$ cat src/rtl/kpyd_pkg.sv
// Shared types and key map for the keypad emulator.
// The symbol->position table mirrors the one used by the keypad scanner.
package kpyd_pkg;

  typedef enum logic [2:0] {
    ST_IDLE,
    ST_B_PRESS,
    ST_HOLD,
    ST_B_REL,
    ST_GAP
  } kpyd_state_e;

  typedef struct packed {
    logic [1:0] col;
    logic [1:0] row;
  } kpyd_pos_t;

  localparam logic [3:0] KPYD_IDLE_ROW = 4'b1111;

  function automatic kpyd_pos_t kpyd_key_pos(input logic [3:0] sym);
    kpyd_pos_t pos;
    case (sym)
      4'hD: pos = '{col: 2'd0, row: 2'd0};
      4'hC: pos = '{col: 2'd0, row: 2'd1};
      4'hB: pos = '{col: 2'd0, row: 2'd2};
      4'hA: pos = '{col: 2'd0, row: 2'd3};
      4'hE: pos = '{col: 2'd1, row: 2'd0};
      4'h9: pos = '{col: 2'd1, row: 2'd1};
      4'h6: pos = '{col: 2'd1, row: 2'd2};
      4'h3: pos = '{col: 2'd1, row: 2'd3};
      4'hF: pos = '{col: 2'd2, row: 2'd0};
      4'h8: pos = '{col: 2'd2, row: 2'd1};
      4'h5: pos = '{col: 2'd2, row: 2'd2};
      4'h2: pos = '{col: 2'd2, row: 2'd3};
      4'h0: pos = '{col: 2'd3, row: 2'd0};
      4'h7: pos = '{col: 2'd3, row: 2'd1};
      4'h4: pos = '{col: 2'd3, row: 2'd2};
      default: pos = '{col: 2'd3, row: 2'd3};  // 4'h1
    endcase
    return pos;
  endfunction

endpackage

$ cat src/rtl/kpyd_sym_fifo.sv
// Small symbol FIFO with first-word fall-through read, so the head is
// visible on dout_o in the same cycle the consumer pops it.
module kpyd_sym_fifo #(
  parameter int DEPTH = 4,
  parameter int WIDTH = 4
) (
  input  logic             clk_i,
  input  logic             reset_ni,
  input  logic             push_i,
  input  logic [WIDTH-1:0] din_i,
  input  logic             pop_i,
  output logic [WIDTH-1:0] dout_o,
  output logic             full_o,
  output logic             empty_o
);

  localparam int AW = (DEPTH > 1) ? $clog2(DEPTH) : 1;
  localparam int CW = $clog2(DEPTH + 1);

  logic [WIDTH-1:0] mem_q [DEPTH];
  logic [AW-1:0]    wr_ptr_q, wr_ptr_d;
  logic [AW-1:0]    rd_ptr_q, rd_ptr_d;
  logic [CW-1:0]    count_q, count_d;
  logic             do_push, do_pop;

  // Full is decoded from the registered count, so a pop cannot free a slot
  // for a push in the same cycle.
  assign full_o  = (count_q == CW'(DEPTH));
  assign empty_o = (count_q == '0);
  assign do_push = push_i && !full_o;
  assign do_pop  = pop_i && !empty_o;
  assign dout_o  = mem_q[rd_ptr_q];

  always_comb begin
    wr_ptr_d = wr_ptr_q + AW'(do_push);
    rd_ptr_d = rd_ptr_q + AW'(do_pop);
    count_d  = count_q + CW'(do_push) - CW'(do_pop);
  end

  always_ff @(posedge clk_i or negedge reset_ni) begin
    if (!reset_ni) begin
      wr_ptr_q <= '0;
      rd_ptr_q <= '0;
      count_q  <= '0;
    end else begin
      wr_ptr_q <= wr_ptr_d;
      rd_ptr_q <= rd_ptr_d;
      count_q  <= count_d;
    end
  end

  always_ff @(posedge clk_i) begin
    if (do_push) begin
      mem_q[wr_ptr_q] <= din_i;
    end
  end

endmodule

$ cat src/rtl/kpyd_emulator.sv
// Key side of a 4x4 keypad: queued symbols are replayed as physical presses
// (bounce, hold, bounce, gap) and answer the scanner's column strobes.
module kpyd_emulator
  import kpyd_pkg::*;
#(
  parameter int         DEPTH         = 4,
  parameter int         HOLD_CYCLES   = 1000,
  parameter int         BOUNCE_CYCLES = 64,
  parameter int         GAP_CYCLES    = 1000,
  parameter logic [7:0] LFSR_SEED     = 8'hA5
) (
  input  logic       clk_i,
  input  logic       reset_ni,
  input  logic [3:0] symbol_i,
  input  logic       valid_i,
  output logic       ready_o,
  input  logic [3:0] kpyd_col_i,
  output logic [3:0] kpyd_row_o,
  output logic       pressed_o,
  output logic       busy_o,
  output logic       done_o
);

  localparam int CNT_MAX = (HOLD_CYCLES > BOUNCE_CYCLES)
                         ? ((HOLD_CYCLES > GAP_CYCLES) ? HOLD_CYCLES : GAP_CYCLES)
                         : ((BOUNCE_CYCLES > GAP_CYCLES) ? BOUNCE_CYCLES : GAP_CYCLES);
  localparam int CW = $clog2(CNT_MAX + 1);

  localparam logic [CW-1:0] HOLD_LD   = CW'(HOLD_CYCLES);
  localparam logic [CW-1:0] BOUNCE_LD = CW'(BOUNCE_CYCLES);
  localparam logic [CW-1:0] GAP_LD    = CW'(GAP_CYCLES);
  localparam logic [CW-1:0] CNT_LAST  = CW'(1);

  kpyd_state_e   state_q, state_d;
  logic [CW-1:0] cnt_q, cnt_d;
  logic [7:0]    lfsr_q, lfsr_d;
  kpyd_pos_t     key_q, key_d;
  logic          pressed_q, pressed_d;
  logic          done_q, done_d;

  logic          fifo_pop, fifo_full, fifo_empty;
  logic [3:0]    fifo_dout;

  kpyd_sym_fifo #(
    .DEPTH (DEPTH),
    .WIDTH (4)
  ) u_fifo (
    .clk_i    (clk_i),
    .reset_ni (reset_ni),
    .push_i   (valid_i),
    .din_i    (symbol_i),
    .pop_i    (fifo_pop),
    .dout_o   (fifo_dout),
    .full_o   (fifo_full),
    .empty_o  (fifo_empty)
  );

  // x^8 + x^6 + x^5 + x^4 + 1: maximal length, so a nonzero seed never reaches zero.
  assign lfsr_d = {lfsr_q[6:0], lfsr_q[7] ^ lfsr_q[5] ^ lfsr_q[4] ^ lfsr_q[3]};

  always_comb begin
    state_d  = state_q;
    cnt_d    = cnt_q;
    key_d    = key_q;
    fifo_pop = 1'b0;
    case (state_q)
      ST_IDLE: begin
        if (!fifo_empty) begin
          fifo_pop = 1'b1;
          key_d    = kpyd_key_pos(fifo_dout);
          if (BOUNCE_CYCLES == 0) begin
            state_d = ST_HOLD;
            cnt_d   = HOLD_LD;
          end else begin
            state_d = ST_B_PRESS;
            cnt_d   = BOUNCE_LD;
          end
        end
      end
      ST_B_PRESS: begin
        if (cnt_q == CNT_LAST) begin
          state_d = ST_HOLD;
          cnt_d   = HOLD_LD;
        end else begin
          cnt_d = cnt_q - CNT_LAST;
        end
      end
      ST_HOLD: begin
        if (cnt_q == CNT_LAST) begin
          if (BOUNCE_CYCLES == 0) begin
            state_d = ST_GAP;
            cnt_d   = GAP_LD;
          end else begin
            state_d = ST_B_REL;
            cnt_d   = BOUNCE_LD;
          end
        end else begin
          cnt_d = cnt_q - CNT_LAST;
        end
      end
      ST_B_REL: begin
        if (cnt_q == CNT_LAST) begin
          state_d = ST_GAP;
          cnt_d   = GAP_LD;
        end else begin
          cnt_d = cnt_q - CNT_LAST;
        end
      end
      ST_GAP: begin
        if (cnt_q == CNT_LAST) begin
          state_d = ST_IDLE;
          cnt_d   = '0;
        end else begin
          cnt_d = cnt_q - CNT_LAST;
        end
      end
      default: begin
        state_d = ST_IDLE;
        cnt_d   = '0;
      end
    endcase
  end

  // Contact and done are derived from the next state so the registered
  // outputs line up with the state register rather than trailing it.
  always_comb begin
    pressed_d = 1'b0;
    case (state_d)
      ST_B_PRESS, ST_B_REL: pressed_d = lfsr_d[0];
      ST_HOLD:              pressed_d = 1'b1;
      default:              pressed_d = 1'b0;
    endcase
    done_d = (state_d == ST_GAP) && (cnt_d == CNT_LAST);
  end

  always_ff @(posedge clk_i or negedge reset_ni) begin
    if (!reset_ni) begin
      state_q   <= ST_IDLE;
      cnt_q     <= '0;
      lfsr_q    <= LFSR_SEED;
      key_q     <= '0;
      pressed_q <= 1'b0;
      done_q    <= 1'b0;
    end else begin
      state_q   <= state_d;
      cnt_q     <= cnt_d;
      lfsr_q    <= lfsr_d;
      key_q     <= key_d;
      pressed_q <= pressed_d;
      done_q    <= done_d;
    end
  end

  // Only the latched key's column matters; other strobe bits are ignored.
  assign kpyd_row_o = (pressed_q && !kpyd_col_i[key_q.col])
                    ? ~(4'b0001 << key_q.row)
                    : KPYD_IDLE_ROW;

  assign ready_o   = !fifo_full;
  assign pressed_o = pressed_q;
  assign done_o    = done_q;
  assign busy_o    = (state_q != ST_IDLE) || !fifo_empty;

endmodule

$ cat config.mk
export PLATFORM = sky130hd
export DESIGN_NAME = kpyd_emulator
export DESIGN_NICKNAME = d
export VERILOG_FILES = /design/src/rtl/kpyd_pkg.sv /design/src/rtl/kpyd_sym_fifo.sv /design/src/rtl/kpyd_emulator.sv
export SDC_FILE = /design/constraint.sdc
export NUM_CORES = 1
export LEC_CHECK = 0
export CAP_MARGIN = 15
export CORE_ASPECT_RATIO = 1.75
export CORE_MARGIN = 3
export CORE_UTILIZATION = 25
export CTS_CLUSTER_SIZE = 8
export DETAILED_ROUTE_END_ITERATION = 7
export GPL_TIMING_DRIVEN = 0
export SETUP_SLACK_MARGIN = 0.5
export SLEW_MARGIN = 20
export SYNTH_ARGS = -nofsm -noshare
export SYNTH_HDL_FRONTEND = slang
export SYNTH_SLANG_ARGS = --single-unit
$ cat constraint.sdc
create_clock -name clk_i -period 2.7 [get_ports clk_i]
set_input_delay 0.27 -clock clk_i [delete_from_list [all_inputs] [get_ports clk_i]]
set_output_delay 0.27 -clock clk_i [all_outputs]
set_load 0.02 [all_outputs]
==> flow_summary_export.csv, run 1 <==
group,metric,value,unit
run_status,run_status,"complete, no violations",
floorplanning,initial_utilization,25.9,%
logic_synthesis,synthSimpleGateAreaFrac,15.8,%
timing,skew,0.00576,ns
global_route,global_route_congestion_overflow_total,0,
logic_synthesis,synthesis.nets,248,
setup_path,worst_endpoint_data_arrival_time,2.60,ns
min_path,min-delay-path-class,"reg2reg",
timing,fin_crit_sh,87.9,%
logic_synthesis,synth-edff-count,16,
logic_synthesis,synth.largest_area_cell,"sky130_fd_sc_hd__dfrtp_1",
logic_synthesis,synth_compound_area_share,14.4,%
timing,timing.final.setup_violations,0,
timing,slew-limit-headroom,50.2,%
cts,path_clk_slew,0.07,ns
cts,root_buf_cell,"sky130_fd_sc_hd__clkbuf_16",
detailed_routing,routed_wirelength,5810,um
detailed_routing,drc_violation_total_after_the_first_tritonroute_iteration,64,
detailed_routing,postRouteAntennaNets,0,
logic_synthesis,synth_ff_type,"sky130_fd_sc_hd__dfrtp_1",
floorplanning,die_h,140,um
logic_synthesis,yosys_warnings,0,
setup_path,timing_worst_setup_path_type,"reg2reg",
placement,placement.io_buffers,18,
timing,grt_setup_unrepaired,"true",
detailed_routing,routed_wire_length_per_instance,14.4,um
setup_path,critical_path_required,2.93,ns
placement,detailed_place_hpwl,4110,um
timing,timing.setup.tns,0,ns
pwr,power_per_cell_area,1090,nW/um^2
logic_synthesis,netlist_top_cells_count,"30 x sky130_fd_sc_hd__dfrtp_1, 21 x sky130_fd_sc_hd__nor2_1, 16 x sky130_fd_sc_hd__edfxtp_1, 14 x sky130_fd_sc_hd__nand2_1, 13 x sky130_fd_sc_hd__o21ai_0",
pwr,pwr-share-clk,19.2,%
logic_synthesis,netlist_area,2580,sq um
floorplanning,core_region_area,9970,sq um
pwr,total_switching_power,1.39,mW
global_route,groute.usage.overall,10.8,%
cts,ctsLongestPathBuffers,2,
pwr,internal_power,2.39,mW
cells_and_area,synthToLayoutAreaGrowth,34.6,%
pwr,power.share.combinational,48.8,%
detailed_routing,dr.pass1.iters,4,
cells_and_area,antenna-diode-count,0,
floorplanning,fp.dieW,82.8,um
cts,cts-buffers-inserted,5,
pwr,power,3.78,mW
global_route,number_of_antenna_violations_at_the_first_check_in_global_routing,0,
floorplanning,core.rowCount,48,
run,max_cap_violations,0,
logic_synthesis,synth.area.mux_share,5.68,%
cells_and_area,final_nets,295,
logic_synthesis,synth_cell_type_count,51,
timing,worstMarginPinSlew,0.746,ns
setup_path,timing.critical_path.from_type,"flip-flop",
detailed_routing,routed-via-count,1942,
timing,post-route-min-period,2.37,ns
logic_synthesis,post_synth_xor_area_fraction,3.74,%
floorplanning,num_io_pins,19,
setup_path,cp-end-kind,"flip-flop",
cts,cts_htree_levels,2,
global_route,wire_length_of_the_first_global_routing_pass,9490,um
pwr,power_frac_seq,32.0,%
global_route,grt_start_max_net_pins,19,
logic_synthesis,synth_top_area_share,29.1,%
cells_and_area,layout-drive-gt1-share,32.0,%
logic_synthesis,synth_seq_cells,50,
cells_and_area,area.sequential,1340,sq um
cells_and_area,area_used_by_multi_input_combinational_logic,1280,sq um
timing,timing_hold_violations_final,0,
cts,clock_tree_from_tritoncts,"done",
logic_synthesis,synth.avg_cell_area,11.2,sq um
global_route,first_global_vias,2011,
detailed_routing,viasPerCell,4.82,
cells_and_area,n_fill_cell,1015,
pwr,leakage_power_summed_over_all_cells,1.39,nW
pwr,switching_share,36.9,%
pwr,vdd.ir_drop.worst,0.335,mV
logic_synthesis,synth_instances,230,
logic_synthesis,synth_top_family_by_area,"simple AND/OR/NAND/NOR gates",
logic_synthesis,synth_sequential_area_ratio,51.8,%
cells_and_area,final_util,34.8,%
logic_synthesis,yosys.cell_count.top_type,"sky130_fd_sc_hd__dfrtp_1",
logic_synthesis,netlist_top_cells_area,"sky130_fd_sc_hd__dfrtp_1 29%, sky130_fd_sc_hd__edfxtp_1 19%, sky130_fd_sc_hd__mux4_2 4.4%",
detailed_routing,drc_errors,0,
setup_path,timing.critical_path.fanout_max,9,
logic_synthesis,post_synth_adder_cell_area,4.08,%
logic_synthesis,fraction_of_synthesis_flops_using_an_asynchronous_set_or_reset_pin,68.0,%
cts,clock_sinks,50,
placement,routabilityCongestion,0.868,
cts,insertion_delay,0.29,ns
floorplanning,die_area,11600,sq um
timing,finalMaxSlewViolations,0,
timing,maxClockFrequency,422,MHz
cell families after synthesis:
group / after synthesis
and+or+nand+nor: 78
DFF: 50
buffers and inverters: 24
adders and majority gates: 8
muxes: 8
xor gates and xnor gates: 11
AOI/OAI and AO/OA: 51
path summary, 6_finish.rpt:
kind	startpoint	to	slack, ns	cells after the start
max reg2reg	cnt_q[5]	done_o	0.33	7
min	lfsr_q[1]	lfsr_q[2]	0.36	0
max	cnt_q[5]	done_o	0.33	7
min in group asynchronous	reset_ni	cnt_q[2]	0.46	2
min reg2reg	lfsr_q[1]	lfsr_q[2]	0.36	0
max in group asynchronous	reset_ni	lfsr_q[0]	1.71	3
power groups by stage:
| stage | registers (mW) | clock network, mW | logic (mW) |
|---|---|---|---|
| 6_report | 1.21 | 0.727 | 1.85 |
| 5_1_grt | 1.25 | 0.775 | 2.02 |
| 4_1_cts | 1.20 | 0.748 | 1.70 |
| 3_5_place_dp | 1.22 | 0 | 1.48 |
| 3_3_place_gp | 1.21 | 0 | 1.45 |
| 2_1_floorplan | 1.17 | 0 | 1.18 |
per-stage QoR:
step                      hold WS [ns]  area, sq um  setup WS [ns]  instances
final                            0.355         3470          0.328        403
after global routing             0.380         3470          0.259        403
after CTS                        0.357         3360          0.341        395
after detailed placement         0.244         3020          0.160        374
after global placement           0.340         3000          0.180        373
after floorplan                -0.0256         2670          0.400        230
cells in the final DEF (no fill, tap or decap), types with 3 or more instances in the layout:
cell type and n:
sky130_fd_sc_hd__or4_4 3, sky130_fd_sc_hd__buf_6 3, sky130_fd_sc_hd__nand2b_1 3, sky130_fd_sc_hd__nor2_1 20, sky130_fd_sc_hd__nand2_1 14, sky130_fd_sc_hd__xor2_1 4, sky130_fd_sc_hd__o211ai_1 3, sky130_fd_sc_hd__inv_1 9
sky130_fd_sc_hd__nor3_1 4, sky130_fd_sc_hd__dfstp_2 4, sky130_fd_sc_hd__a31oi_1 3, sky130_fd_sc_hd__inv_2 3, sky130_fd_sc_hd__clkbuf_16 5, sky130_fd_sc_hd__o21ai_0 11, sky130_fd_sc_hd__dlygate4sd2_1 3, sky130_fd_sc_hd__or2_2 3
sky130_fd_sc_hd__buf_4 21, sky130_fd_sc_hd__mux2_2 3, sky130_fd_sc_hd__ha_4 3, sky130_fd_sc_hd__ha_1 3, sky130_fd_sc_hd__clkbuf_1 3, sky130_fd_sc_hd__a21oi_1 8, sky130_fd_sc_hd__xnor2_1 6, sky130_fd_sc_hd__nor3b_1 3
sky130_fd_sc_hd__mux4_2 5, sky130_fd_sc_hd__a21o_1 3, sky130_fd_sc_hd__edfxtp_1 16, sky130_fd_sc_hd__dfrtp_1 28, sky130_fd_sc_hd__a21boi_0 3, sky130_fd_sc_hd__clkdlybuf4s50_1 12, sky130_fd_sc_hd__buf_8 3, sky130_fd_sc_hd__nand3_1 5
registers in the layout (all words and copies together) (netlist names):
name and flops:
u_fifo.mem_q 16, cnt_q 10, lfsr_q 8, key_q 4
state_q 3, u_fifo.count_q 3, u_fifo.rd_ptr_q 2, u_fifo.wr_ptr_q 2
done_o 1, pressed_o 1
final cells by class:
cell class | instances | area share [%]
plain buffers | 11 | 3.03
repair buffers | 40 | 10.4
clock buffers | 5 | 3.61
inverters | 13 | 1.48
well taps | 125 | 4.51
multi-input cells | 156 | 37.0
clock inverters | 3 | 1.37
flip-flops and latches | 50 | 38.6
metal layers:
| metal | GRT usage (%) | wire length, um | share of wire (%) |
|---|---|---|---|
| met1 | 11.0 | 2130 | 37 |
| met3 | 1.42 | 117 | 2.0 |
| met2 | 19.2 | 3270 | 56 |
| met5 | 0 | 0 | 0 |
| met4 | 7.67 | 286 | 4.9 |
critical path: stages (launching register included):
cell                        delay [ns]
sky130_fd_sc_hd__dfrtp_1          0.36
sky130_fd_sc_hd__buf_4            0.16
sky130_fd_sc_hd__or4_4            0.52
sky130_fd_sc_hd__buf_8            0.16
sky130_fd_sc_hd__nor3_2           0.27
sky130_fd_sc_hd__nand3_1          0.18
sky130_fd_sc_hd__a2111oi_2        0.42
sky130_fd_sc_hd__and4b_1          0.23
repair_timing:
item,4_1_cts,5_1_grt
pin swaps,8,1
gates cloned,0,0
endpoints found under the setup margin,12,10
hold endpoints to repair,16,0
gates resized for setup,23,21
buffers inserted,12,8
hold buffers,1,0
(Power assumes the default switching activity.)
==> run 2, diff against run 1 <==
--- a/config.mk
+++ b/config.mk
@@ -6,12 +6,13 @@
 export NUM_CORES = 1
 export LEC_CHECK = 0
 export CAP_MARGIN = 15
-export CORE_ASPECT_RATIO = 1.75
+export CORE_ASPECT_RATIO = 1.4
 export CORE_MARGIN = 3
 export CORE_UTILIZATION = 25
 export CTS_CLUSTER_SIZE = 8
 export DETAILED_ROUTE_END_ITERATION = 7
 export GPL_TIMING_DRIVEN = 0
+export HOLD_SLACK_MARGIN = 0.1
 export SETUP_SLACK_MARGIN = 0.5
 export SLEW_MARGIN = 20
 export SYNTH_ARGS = -nofsm -noshare
==> run 2 against run 1 <==
  * Critical path depth rose by 1
  * Clock skew fell by 0.0028 ns
  * Total power down 2.3%
  * Flip-flop and latch count is the same
  * Die area down 0.26%
  * Design area down 1.1%
  * Critical endpoint unchanged
  * Largest power group unchanged
  * Highest routed layer unchanged
==> flow_summary_export.csv, run 2 (synthesized netlist as in run 1, its figures left out) <==
group,metric,value,unit
detailed_routing,drc_errors,0,
setup_path,r2r-end,"done_o",
global_route,first_global_vias,1971,
cells_and_area,final_nets,290,
cells_and_area,largestRegisters,"u_fifo.mem_q x16, cnt_q x10, lfsr_q x8",
timing,maxClockFrequency,420,MHz
cts,root_buf_cell,"sky130_fd_sc_hd__clkbuf_16",
placement,dp_worst_setup_slack,0.206,ns
pwr,power,3.69,mW
timing,timing.final.setup_violations,0,
timing,worstMarginPinSlew,0.726,ns
setup_path,cp_slowest_stage_delay,0.54,ns
floorplanning,die_h,126,um
cells_and_area,synthToLayoutAreaGrowth,33.1,%
cts,ctsLongestPathBuffers,2,
pwr,leakage_power_summed_over_all_cells,1.36,nW
placement,placement.io_buffers,18,
detailed_routing,routed-via-count,1871,
placement,post_placement_cell_count,384,
timing,timing.setup.tns,0,ns
timing,timing_hold_violations_final,0,
cts,clock_tree_from_tritoncts,"done",
cts,insertion_delay,0.29,ns
floorplanning,initial_utilization,25.8,%
timing,grt_setup_unrepaired,"true",
floorplanning,die_area,11600,sq um
cells_and_area,largest_register_ffs,16,
setup_path,critical_path.n_buffers_inverters,2,
setup_path,crit_start,"cnt_q[5]",
cts,path_clk_slew,0.06,ns
placement,detailed_place_hpwl,3950,um
setup_path,timing_worst_setup_path_type,"reg2reg",
timing,finalMaxSlewViolations,0,
detailed_routing,postRouteAntennaNets,0,
timing,layout_setup_ws,0.321,ns
setup_path,crit_chain,"buf_2 -> or4_1 -> buf_6 -> o31ai_4 -> a32oi_1 -> a311o_1 -> nor3_2 -> and4b_1",
min_path,min-delay-path-class,"reg2reg",
cts,clock_sinks,50,
cells_and_area,layout-drive-gt1-share,30.4,%
detailed_routing,dr.pass1.iters,4,
detailed_routing,viasPerCell,4.59,
floorplanning,fp.dieW,91.8,um
placement,routabilityCongestion,0.833,
run_status,run_status,"complete, no violations",
setup_path,timing.critical_path.from_type,"flip-flop",
global_route,global_route_congestion_overflow_total,0,
setup_path,critical_path_depth,8,
detailed_routing,routed_wirelength,5600,um
detailed_routing,routed_wire_length_per_instance,13.7,um
setup_path,worst_r2r_path_depth,8,
global_route,number_of_antenna_violations_at_the_first_check_in_global_routing,0,
cells_and_area,final_util,34.3,%
setup_path,worst_endpoint_data_arrival_time,2.60,ns
setup_path,cp_top_family,"simple AND/OR/NAND/NOR gates",
global_route,grt_start_max_net_pins,24,
floorplanning,core_region_area,10000,sq um
pwr,vdd.ir_drop.worst,0.289,mV
setup_path,timing.reg2reg.setup_slack,0.32,ns
cells_and_area,n_fill_cell,1003,
cells_and_area,largest-register,"u_fifo.mem_q",
setup_path,cp-end-kind,"flip-flop",
timing,slew-limit-headroom,51.5,%
cells_and_area,most-common-layout-cells,"28 x sky130_fd_sc_hd__dfrtp_1, 20 x sky130_fd_sc_hd__nor2_1, 16 x sky130_fd_sc_hd__edfxtp_1, 14 x sky130_fd_sc_hd__nand2_1, 14 x sky130_fd_sc_hd__buf_4",
setup_path,timing.critical_path.fanout_max,9,
placement,detailed_place.area,3040,sq um
timing,fin_worst_hold_slack,0.358,ns
global_route,groute.usage.overall,10.2,%
pwr,power_per_cell_area,1080,nW/um^2
timing,skew,0.00298,ns
cells_and_area,mostFrequentLayoutCell,"sky130_fd_sc_hd__dfrtp_1",
cells_and_area,layout.cell_area.non_filler,3430,sq um
cells_and_area,antenna-diode-count,0,
setup_path,critPathSlowestCell,"sky130_fd_sc_hd__or4_1",
timing,post-route-min-period,2.38,ns
cells_and_area,area_used_by_multi_input_combinational_logic,1290,sq um
timing,fin_crit_sh,88.1,%
global_route,wire_length_of_the_first_global_routing_pass,9470,um
setup_path,regToRegStartpoint,"cnt_q[5]",
detailed_routing,drc_violation_total_after_the_first_tritonroute_iteration,110,
floorplanning,core.rowCount,43,
cells_and_area,fin_cells,408,
cells_and_area,area.sequential,1340,sq um
setup_path,critical_path_required,2.93,ns
setup_path,crit_end,"done_o",
cts,cts-buffers-inserted,5,
run,max_cap_violations,0,
floorplanning,num_io_pins,19,
cts,cts_htree_levels,2,
run 2: worst reg2reg max path: cells and delay by family (launching register included):
kind	cells	cell delay [ns]
buffers and inverters	2	0.35
AOI/OAI and AO/OA	3	0.67
and+or+nand+nor	3	0.94
DFF	1	0.36
run 2: power breakdown:
part	internal [mW]	switching, mW	leakage, nW
Combinational	0.856	0.906	0.719
Clock	0.442	0.280	0.0844
Sequential	1.02	0.191	0.557
Total	2.32	1.38	1.36
run 2: worst min-delay path by stage:
stage                     startpoint        end  slack, ns  cells past startpoint
final                      lfsr_q[6]  lfsr_q[7]       0.36                      0
after global routing       lfsr_q[6]  lfsr_q[7]       0.38                      0
after CTS                  lfsr_q[6]  lfsr_q[7]       0.36                      0
after detailed placement    reset_ni   cnt_q[4]       0.19                      1
after global placement     lfsr_q[1]  lfsr_q[2]       0.34                      0
after floorplan             reset_ni   cnt_q[0]      -0.03                      0
run 2: routing by layer:
layer  vias up  GRT usage (%)  wire length, um  share of wire, %
li1        919              -                -                 -
met1       908           10.8             2300                41
met2        32           18.9             2980                53
met3        12           1.61              158               2.8
met4         0           5.77              162               2.9
met5         -              0                0                 0
run 2: layout make-up:
class                   instances  share of cell area (%)
inverters                      13                    1.50
flip-flops and latches         50                    39.0
clock buffers                   5                    3.65
plain buffers                  11                    2.81
clock inverters                 3                    1.39
well taps                     135                    4.93
multi-input cells             156                    37.5
repair buffers                 35                    9.19
run 2: repair_timing:
item                                    CTS  global route
endpoints found under the setup margin   13            12
resized for setup                        21            16
pin swaps                                 9             1
buffers inserted                         13             2
hold buffers                              1             0
hold endpoints to repair                 11             0
==> run 3, diff against run 2 <==
--- a/config.mk
+++ b/config.mk
@@ -11,7 +11,6 @@
 export CORE_UTILIZATION = 25
 export CTS_CLUSTER_SIZE = 8
 export DETAILED_ROUTE_END_ITERATION = 7
-export GPL_TIMING_DRIVEN = 0
 export HOLD_SLACK_MARGIN = 0.1
 export SETUP_SLACK_MARGIN = 0.5
 export SLEW_MARGIN = 20
==> run 3 against run 2 <==
  * Core utilization decreased by 1.5 points
  * Flip-flop and latch count unchanged
  * Die area unchanged
  * Global-route usage decreased by 0.29 points
  * Non-clock buffer count decreased by 8
  * Maximum frequency increased by 1.6%
  * First-iteration DRC count decreased by 5.5%
  * Cell count decreased by 2.0%
==> flow_summary_export.csv, run 3 (synthesized netlist as in run 1, its figures left out) <==
group,metric,value,unit
floorplanning,core_region_area,10000,sq um
cts,root_buf_cell,"sky130_fd_sc_hd__clkbuf_16",
timing,timing.final.setup_violations,0,
cells_and_area,layout.cell_area.non_filler,3280,sq um
run,max_cap_violations,0,
setup_path,critPathSlowestCell,"sky130_fd_sc_hd__or4_4",
detailed_routing,postRouteAntennaNets,0,
detailed_routing,drc_errors,0,
cts,insertion_delay,0.29,ns
cells_and_area,antenna-diode-count,0,
setup_path,worst_endpoint_data_arrival_time,2.57,ns
cells_and_area,area.sequential,1340,sq um
cells_and_area,n_fill_cell,1028,
pwr,power.share.combinational,45.1,%
placement,routabilityCongestion,0.877,
pwr,pwr-share-clk,18.8,%
floorplanning,num_io_pins,19,
placement,detailed_place.area,3020,sq um
timing,grt_setup_unrepaired,"true",
run_status,run_status,"complete, no violations",
setup_path,timing_worst_setup_path_type,"reg2reg",
timing,maxClockFrequency,427,MHz
timing,timing_hold_violations_final,0,
detailed_routing,drc_violation_total_after_the_first_tritonroute_iteration,104,
setup_path,cp_slowest_stage_delay,0.57,ns
detailed_routing,routed-via-count,1912,
cts,ctsLongestPathBuffers,2,
setup_path,timing.critical_path.from_type,"flip-flop",
placement,detailed_place_hpwl,3920,um
global_route,wire_length_of_the_first_global_routing_pass,9250,um
setup_path,cp-end-kind,"flip-flop",
global_route,global_route_congestion_overflow_total,0,
detailed_routing,routed_wire_length_per_instance,13.6,um
detailed_routing,dr.pass1.iters,4,
cells_and_area,largestRegisters,"u_fifo.mem_q x16, cnt_q x10, lfsr_q x8",
timing,slew-limit-headroom,52.9,%
cells_and_area,synthToLayoutAreaGrowth,27.3,%
floorplanning,die_area,11600,sq um
timing,worstMarginPinSlew,0.701,ns
cts,path_clk_slew,0.07,ns
cells_and_area,mostFrequentLayoutCell,"sky130_fd_sc_hd__dfrtp_1",
pwr,power_frac_seq,36.2,%
global_route,number_of_antenna_violations_at_the_first_check_in_global_routing,0,
pwr,internal_power,2.11,mW
cells_and_area,final_nets,282,
floorplanning,initial_utilization,25.8,%
placement,placement.io_buffers,18,
cells_and_area,layout-drive-gt1-share,28.3,%
cts,cts-buffers-inserted,5,
cells_and_area,area_used_by_multi_input_combinational_logic,1250,sq um
floorplanning,fp.dieW,91.8,um
timing,skew,0.00528,ns
min_path,min-delay-path-class,"reg2reg",
detailed_routing,routed_wirelength,5450,um
pwr,vdd.ir_drop.worst,0.276,mV
pwr,leakage_power_summed_over_all_cells,1.30,nW
cts,clock_tree_from_tritoncts,"done",
global_route,first_global_vias,1890,
cts,cts_htree_levels,2,
timing,post-route-min-period,2.34,ns
cts,ctsHoldBuffers,0,
global_route,groute.usage.overall,9.93,%
timing,finalMaxSlewViolations,0,
cells_and_area,most-common-layout-cells,"27 x sky130_fd_sc_hd__dfrtp_1, 20 x sky130_fd_sc_hd__nor2_1, 20 x sky130_fd_sc_hd__buf_4, 16 x sky130_fd_sc_hd__edfxtp_1, 14 x sky130_fd_sc_hd__nand2_1",
timing,fin_crit_sh,86.7,%
detailed_routing,viasPerCell,4.78,
cells_and_area,largest-register,"u_fifo.mem_q",
pwr,power_per_cell_area,1040,nW/um^2
setup_path,crit_chain,"or4_4 -> or4_1 -> a31oi_2 -> o22ai_2 -> a2111oi_4 -> and4b_1",
pwr,total_switching_power,1.32,mW
floorplanning,core.rowCount,43,
pwr,switching_share,38.5,%
cts,clock_sinks,50,
timing,timing.setup.tns,0,ns
floorplanning,die_h,126,um
cells_and_area,largest_register_ffs,16,
global_route,grt_start_max_net_pins,35,
setup_path,critical_path_required,2.93,ns
setup_path,timing.critical_path.fanout_max,5,
-- run 3: cell types whose count changed in the layout (fill, tap and decap cells not counted), moves of 2 or more --
cell,before,now
sky130_fd_sc_hd__buf_2,2,0
sky130_fd_sc_hd__buf_6,5,0
sky130_fd_sc_hd__clkbuf_1,3,0
sky130_fd_sc_hd__buf_4,14,20
sky130_fd_sc_hd__nor3_4,2,0
sky130_fd_sc_hd__clkbuf_8,2,0
-- run 3: metrics by stage --
| stage | hold WS (ns) | power (mW) | utilization [%] | setup slack, ns | cells |
|---|---|---|---|---|---|
| after global routing | 0.364 | 3.70 | 32.8 | 0.300 | 400 |
| after detailed placement | 0.338 | 2.66 | 30.2 | 0.271 | 385 |
| after floorplan | -0.0256 | 2.35 | - | 0.400 | 230 |
| after CTS | 0.355 | 3.38 | 32.2 | 0.417 | 396 |
| after global placement | 0.338 | 2.63 | 30.2 | 0.282 | 385 |
| final | 0.353 | 3.43 | 32.8 | 0.359 | 400 |
-- run 3: layout make-up --
cell class,count,area share (%)
Tap cell,135,5.15
Sequential cell,50,40.8
Inverter,13,1.49
Timing Repair Buffer,38,9.65
Clock buffer,5,3.81
Multi-Input combinational cell,156,38.2
Clock inverter,3,0.877
-- run 3: repair_timing --
item	in CTS	in global routing
pin swaps	3	3
gates resized for setup	15	11
setup buffers	3	4
endpoints found under the setup margin	9	7
endpoints found under the hold margin	0	0
-- run 3: power by group through the flow --
stage	Combinational, mW	Clock (mW)	Sequential (mW)
after floorplan	1.18	0	1.17
after global placement	1.38	0	1.25
after detailed placement	1.41	0	1.25
after CTS	1.47	0.669	1.24
after global routing	1.72	0.702	1.28
final	1.54	0.643	1.24
-- run 3: final timing paths --
| kind | end | slack [ns] | start | cells after the start |
|---|---|---|---|---|
| max | done_o | 0.36 | cnt_q[3] | 6 |
| min | lfsr_q[7] | 0.35 | lfsr_q[6] | 0 |
| max reg2reg | done_o | 0.36 | cnt_q[3] | 6 |
| min reg2reg | lfsr_q[7] | 0.35 | lfsr_q[6] | 0 |
| max in group asynchronous | lfsr_q[2] | 1.97 | reset_ni | 2 |
| min in group asynchronous | cnt_q[0] | 0.38 | reset_ni | 2 |
-- run 3: per-layer routing --
metal	track usage [%]	wire (um)	vias to the layer above
met3	1.61	204	9
li1	-	-	903
met1	12.0	2270	936
met4	4.99	125	0
met2	17.0	2850	64
met5	0	0	-
-- run 3: critical path, delay by kind of cell (launching register included) --
| family | cells | cell delay (ns) |
|---|---|---|
| DFF | 1 | 0.44 |
| AOI/OAI and AO/OA | 3 | 0.59 |
| and+or+nand+nor | 3 | 1.24 |
==> RTL change 1 (config.mk and constraints of run 1) <==
Make the reset (`reset_ni`) synchronous in 2 clocked blocks.
--- a/src/rtl/kpyd_sym_fifo.sv
+++ b/src/rtl/kpyd_sym_fifo.sv
@@ -38,5 +38,5 @@
   end
 
-  always_ff @(posedge clk_i or negedge reset_ni) begin
+  always_ff @(posedge clk_i) begin
     if (!reset_ni) begin
       wr_ptr_q <= '0;
--- a/src/rtl/kpyd_emulator.sv
+++ b/src/rtl/kpyd_emulator.sv
@@ -134,5 +134,5 @@
   end
 
-  always_ff @(posedge clk_i or negedge reset_ni) begin
+  always_ff @(posedge clk_i) begin
     if (!reset_ni) begin
       state_q   <= ST_IDLE;
Function: differs if reset_ni is asserted again (counterexample within 4 cycles, from zero or initial values and one cycle with reset_ni low); with reset_ni held inactive, the same outputs for 10 cycles.
==> RTL change 1 against run 1 <==
- count of clock-buffer cells in the layout unchanged
- non-clock buffer count fell by 17
- worst setup slack gained 180 ps
- routed wire length fell by 7.0%
- design area fell by 9.2%
- critical endpoint is now done_o$_SDFF_PN0_
- power up 1.8%
- largest power group unchanged
- sequential cell count unchanged
- area after synthesis shrank 5.0%
==> RTL change 1: results (changes against run 1) <==
worst_setup_path:
  rr_worst_depth: 8  # was 7
  worstSetupEndpoint: "done_o$_SDFF_PN0_"  # was done_o$_DFF_PN0_
  worstPathArrival_ps: 2430  # was 2600 ps
  r2r_slack_ps: 510  # was 330 ps
  slowest_stage: "or4b_4"  # was or4_4
power:
  comb-power_uw: 1980  # was 1850 uW
  combinationalPowerShare_pct: 51.5  # was 48.8%
  p_clk_uw: 721  # was 727 uW
  vdd_drop_max_mv: 0.6133  # was 0.3350 mV
  p_sw_share_pct: 39.47  # was 36.89%
  power_leakage_uw: 0.001151  # was 0.001386 uW
cells_and_area:
  fin_cells: 400  # was 403
  fill_cells: 988  # was 1,015
  layout-drive-gt1-share_pct: 21.22  # was 32.01%
hold_path:
  hold_path.startpoint: "lfsr_q[1]$_SDFF_PN0_"  # was lfsr_q[1]$_DFF_PN0_
  holdPathStages: 1  # was 0
drt:
  wl_met2_um: 3039  # was 3270 um
  drt_first_iter_violations: 87  # was 64
  drt-met1-wl_um: 1930  # was 2131 um
  dr_total_vias: 1910  # was 1,942
  wl_met3_um: 156  # was 117 um
  wl_per_cell_um: 13.50  # was 14.41 um
yosys:
  synth_ff_type: "dfxtp_1"  # was dfrtp_1
  async_flop_share_pct: 0  # was 68.00%
  synth.area.top_cells: "dfxtp_1, edfxtp_1, mux4_2, and2_1, nand2_1"  # was dfrtp_1, edfxtp_1, mux4_2, dfstp_2, nor2_1
  synth_fp_nets: 262  # was 248
global_routing:
  track_usage_pct: 10.18  # was 10.81%
  grtUsageMet1_pct: 9.072  # was 11.04%
  first_global_vias: 1913  # was 2,011
  grt_max_degree: 17  # was 19
  grt_pass1_wl_um: 8562  # was 9487 um
  use_met3_pct: 2.372  # was 1.416%
place:
  dpl_worst_slack_ps: 272.2  # was 160.3 ps
  dp.cells: 384  # was 374
  dp.final_hpwl_um: 4048  # was 4112 um
  dpl_cell_area_um2: 2809  # was 3024 um2
timing:
  period_minus_slack_ps: 2195  # was 2372 ps
outcome:
  status: "finished clean"  # unchanged
-- RTL change 1: timing repair --
item	in CTS	in global routing
endpoints found under the hold margin	0	0
resized for setup	21	15
endpoints found under the setup margin	12	9
pin swaps	7	5
setup buffers	6	2
hold buffers	0	0
-- RTL change 1: area by class of cell --
type	instances	area, um2	area share (%)
tap	122	152.6	4.849
sequential	50	1169	37.12
buffer	8	38.79	1.232
timing repair buffer	26	240.2	7.631
inverter	10	42.54	1.351
multi-input combinational	176	1336	42.45
clock inverter	3	43.79	1.391
clock buffer	5	125.1	3.975
-- RTL change 1: cells by family (layout without fill, tap and decap cells) --
logic type | Yosys count | count (layout) | synth area share (%)
fa+ha+maj | 8 | 8 | 4.292
buf+inv | 18 | 52 | 2.963
simple gates | 104 | 104 | 24.22
xor+xnor | 9 | 9 | 3.219
flops | 50 | 50 | 47.42
mux | 8 | 8 | 5.366
compound gates | 47 | 47 | 12.52
==> RTL change 2 (flow settings as in run 1) <==
Without the edit above. `GAP_CYCLES`: 1000 -> 4000.
--- a/src/rtl/kpyd_emulator.sv
+++ b/src/rtl/kpyd_emulator.sv
@@ -7,5 +7,5 @@
   parameter int         HOLD_CYCLES   = 1000,
   parameter int         BOUNCE_CYCLES = 64,
-  parameter int         GAP_CYCLES    = 1000,
+  parameter int         GAP_CYCLES    = 4000,
   parameter logic [7:0] LFSR_SEED     = 8'hA5
 ) (
Check against the original RTL: same outputs for any inputs over 10 cycles, from zero or initial values and one cycle with reset_ni low; that may be too few to reach the edited logic, so the function may still have changed.
==> RTL change 2 against run 1 <==
- die area increased by 4.2%
- utilization decreased by 0.66 points
- fmax is 3.2% higher
- sequential cell count up 2
- power decreased by 2.6%
- via count increased by 11%
- worst setup slack better by 73 ps
- area after synthesis grew 4.4%
- design area rose by 2.6%
- count of clock-buffer cells in the layout unchanged
- routed wire length increased by 9.3%
- largest cell class unchanged
- largest power group unchanged
- highest routed layer unchanged
==> RTL change 2: results (changes against run 1) <==
yosys:
  async_flop_share_pct: 69.23  # was 68.00%
  synth_commonest_cells: "dfrtp_1, nor2_1, edfxtp_1"  # unchanged
  synth_mux_area_share_pct: 4.974  # was 5.680%
  synth.area.top_cells: "dfrtp_1, edfxtp_1, mux4_2, dfstp_2, nor2_1"  # unchanged
  synth_xor_area_share_pct: 2.929  # was 3.738%
  synth_cell_types: 61  # was 51
  synth_compound_area_share_pct: 15.43  # was 14.37%
  ys_seq_area_share_pct: 51.51  # was 51.84%
  synthAdderAreaFrac_pct: 3.533  # was 4.078%
  synth_fp_nets: 267  # was 248
  syn_inst: 249  # was 230
global_routing:
  track_usage_pct: 10.91  # was 10.81%
  grt_pass1_wl_um: 10380  # was 9487 um
  grt_max_degree: 29  # was 19
hold_path:
  hp-class: "flop to flop"  # unchanged
  holdPathEnd: "lfsr_q[7]$_DFF_PN1_"  # was lfsr_q[2]$_DFF_PN1_
  hold_path.startpoint: "lfsr_q[6]$_DFF_PN0_"  # was lfsr_q[1]$_DFF_PN0_
drt:
  viasPerCell: 5.097  # was 4.819
  drt_first_iter_violations: 144  # was 64
  dr_total_vias: 2151  # was 1,942
  wl_per_cell_um: 15.04  # was 14.41 um
place:
  dpl_worst_slack_ps: -179.2  # was 160.3 ps
  place_congestion: 0.8298  # was 0.8679
  dpl_cell_area_um2: 3098  # was 3024 um2
  dp.final_hpwl_um: 4593  # was 4112 um
  dp.cells: 395  # was 374
cells_and_area:
  fill_cells: 1052  # was 1,015
  largest_registers: "u_fifo.mem_q x16, cnt_q x12, lfsr_q x8"  # was u_fifo.mem_q x16, cnt_q x10, lfsr_q x8
  finalInstanceArea_um2: 3557  # was 3468 um2
  nNetsFinal: 312  # was 295
  layout-drive-gt1-share_pct: 29.49  # was 32.01%
power:
  pwr-share-seq_pct: 34.7  # was 32.0%
  vdd_drop_max_mv: 0.4085  # was 0.3350 mV
  combinationalPowerShare_pct: 46.9  # was 48.8%
  p_sw_share_pct: 39.73  # was 36.89%
timing:
  skew_ps: 8.163  # was 5.759 ps
  slew_headroom_pct: 59.34  # was 50.16%
  fmax_mhz: 435.0  # was 421.6 MHz
  holdWs_ps: 351.2  # was 355.4 ps
worst_setup_path:
  slowest_stage: "dfrtp_2"  # was or4_4
  rr_worst_depth: 8  # was 7
  max_stage_delay_ps: 460  # was 520 ps
  path_delay_family: "compound AO/OA/AOI/OAI gates"  # was simple AND/OR/NAND/NOR gates
  cp_max_fo: 5  # was 9
  r2r_slack_ps: 400  # was 330 ps
  reg2reg_from: "cnt_q[0]$_DFF_PN0_"  # was cnt_q[5]$_DFF_PN0_
clocking:
  clock_latency_ps: 310  # was 290 ps
  cts.repair.resized: 33  # was 23
outcome:
  status: "finished clean"  # unchanged
-- RTL change 2: cell types whose count changed after synthesis, moves of 3 or more --
cell      change
nor3_1        +3
nor2_1        +4
inv_1         +3
nand4_1       +3
mux2_2        -3
clkbuf_1      +4
nor2b_1       -3
-- RTL change 2: area by class of cell --
type	count	area share [%]
flip-flops and latches	52	39.08
clock buffers	5	3.517
clock inverters	3	0.8090
well taps	127	4.467
plain buffers	13	3.060
multi-input cells	168	38.09
repair buffers	38	9.286
inverters	16	1.688
-- RTL change 2: metal layers --
metal	wire, um	part of all wire [%]	up-vias	global-route usage (%)
li1	-	-	1010	-
met4	277	4.4	0	8.674
met5	0	0	-	0
met2	3573	56	45	20.40
met1	2353	37	1077	10.27
met3	141	2.2	19	1.848
-- RTL change 2: logic make-up after synthesis --
family / Yosys count
DFF: 52
AOI/OAI and AO/OA: 60
buffers and inverters: 29
muxes: 7
xor gates and xnor gates: 9
adders and majority gates: 7
and+or+nand+nor: 85
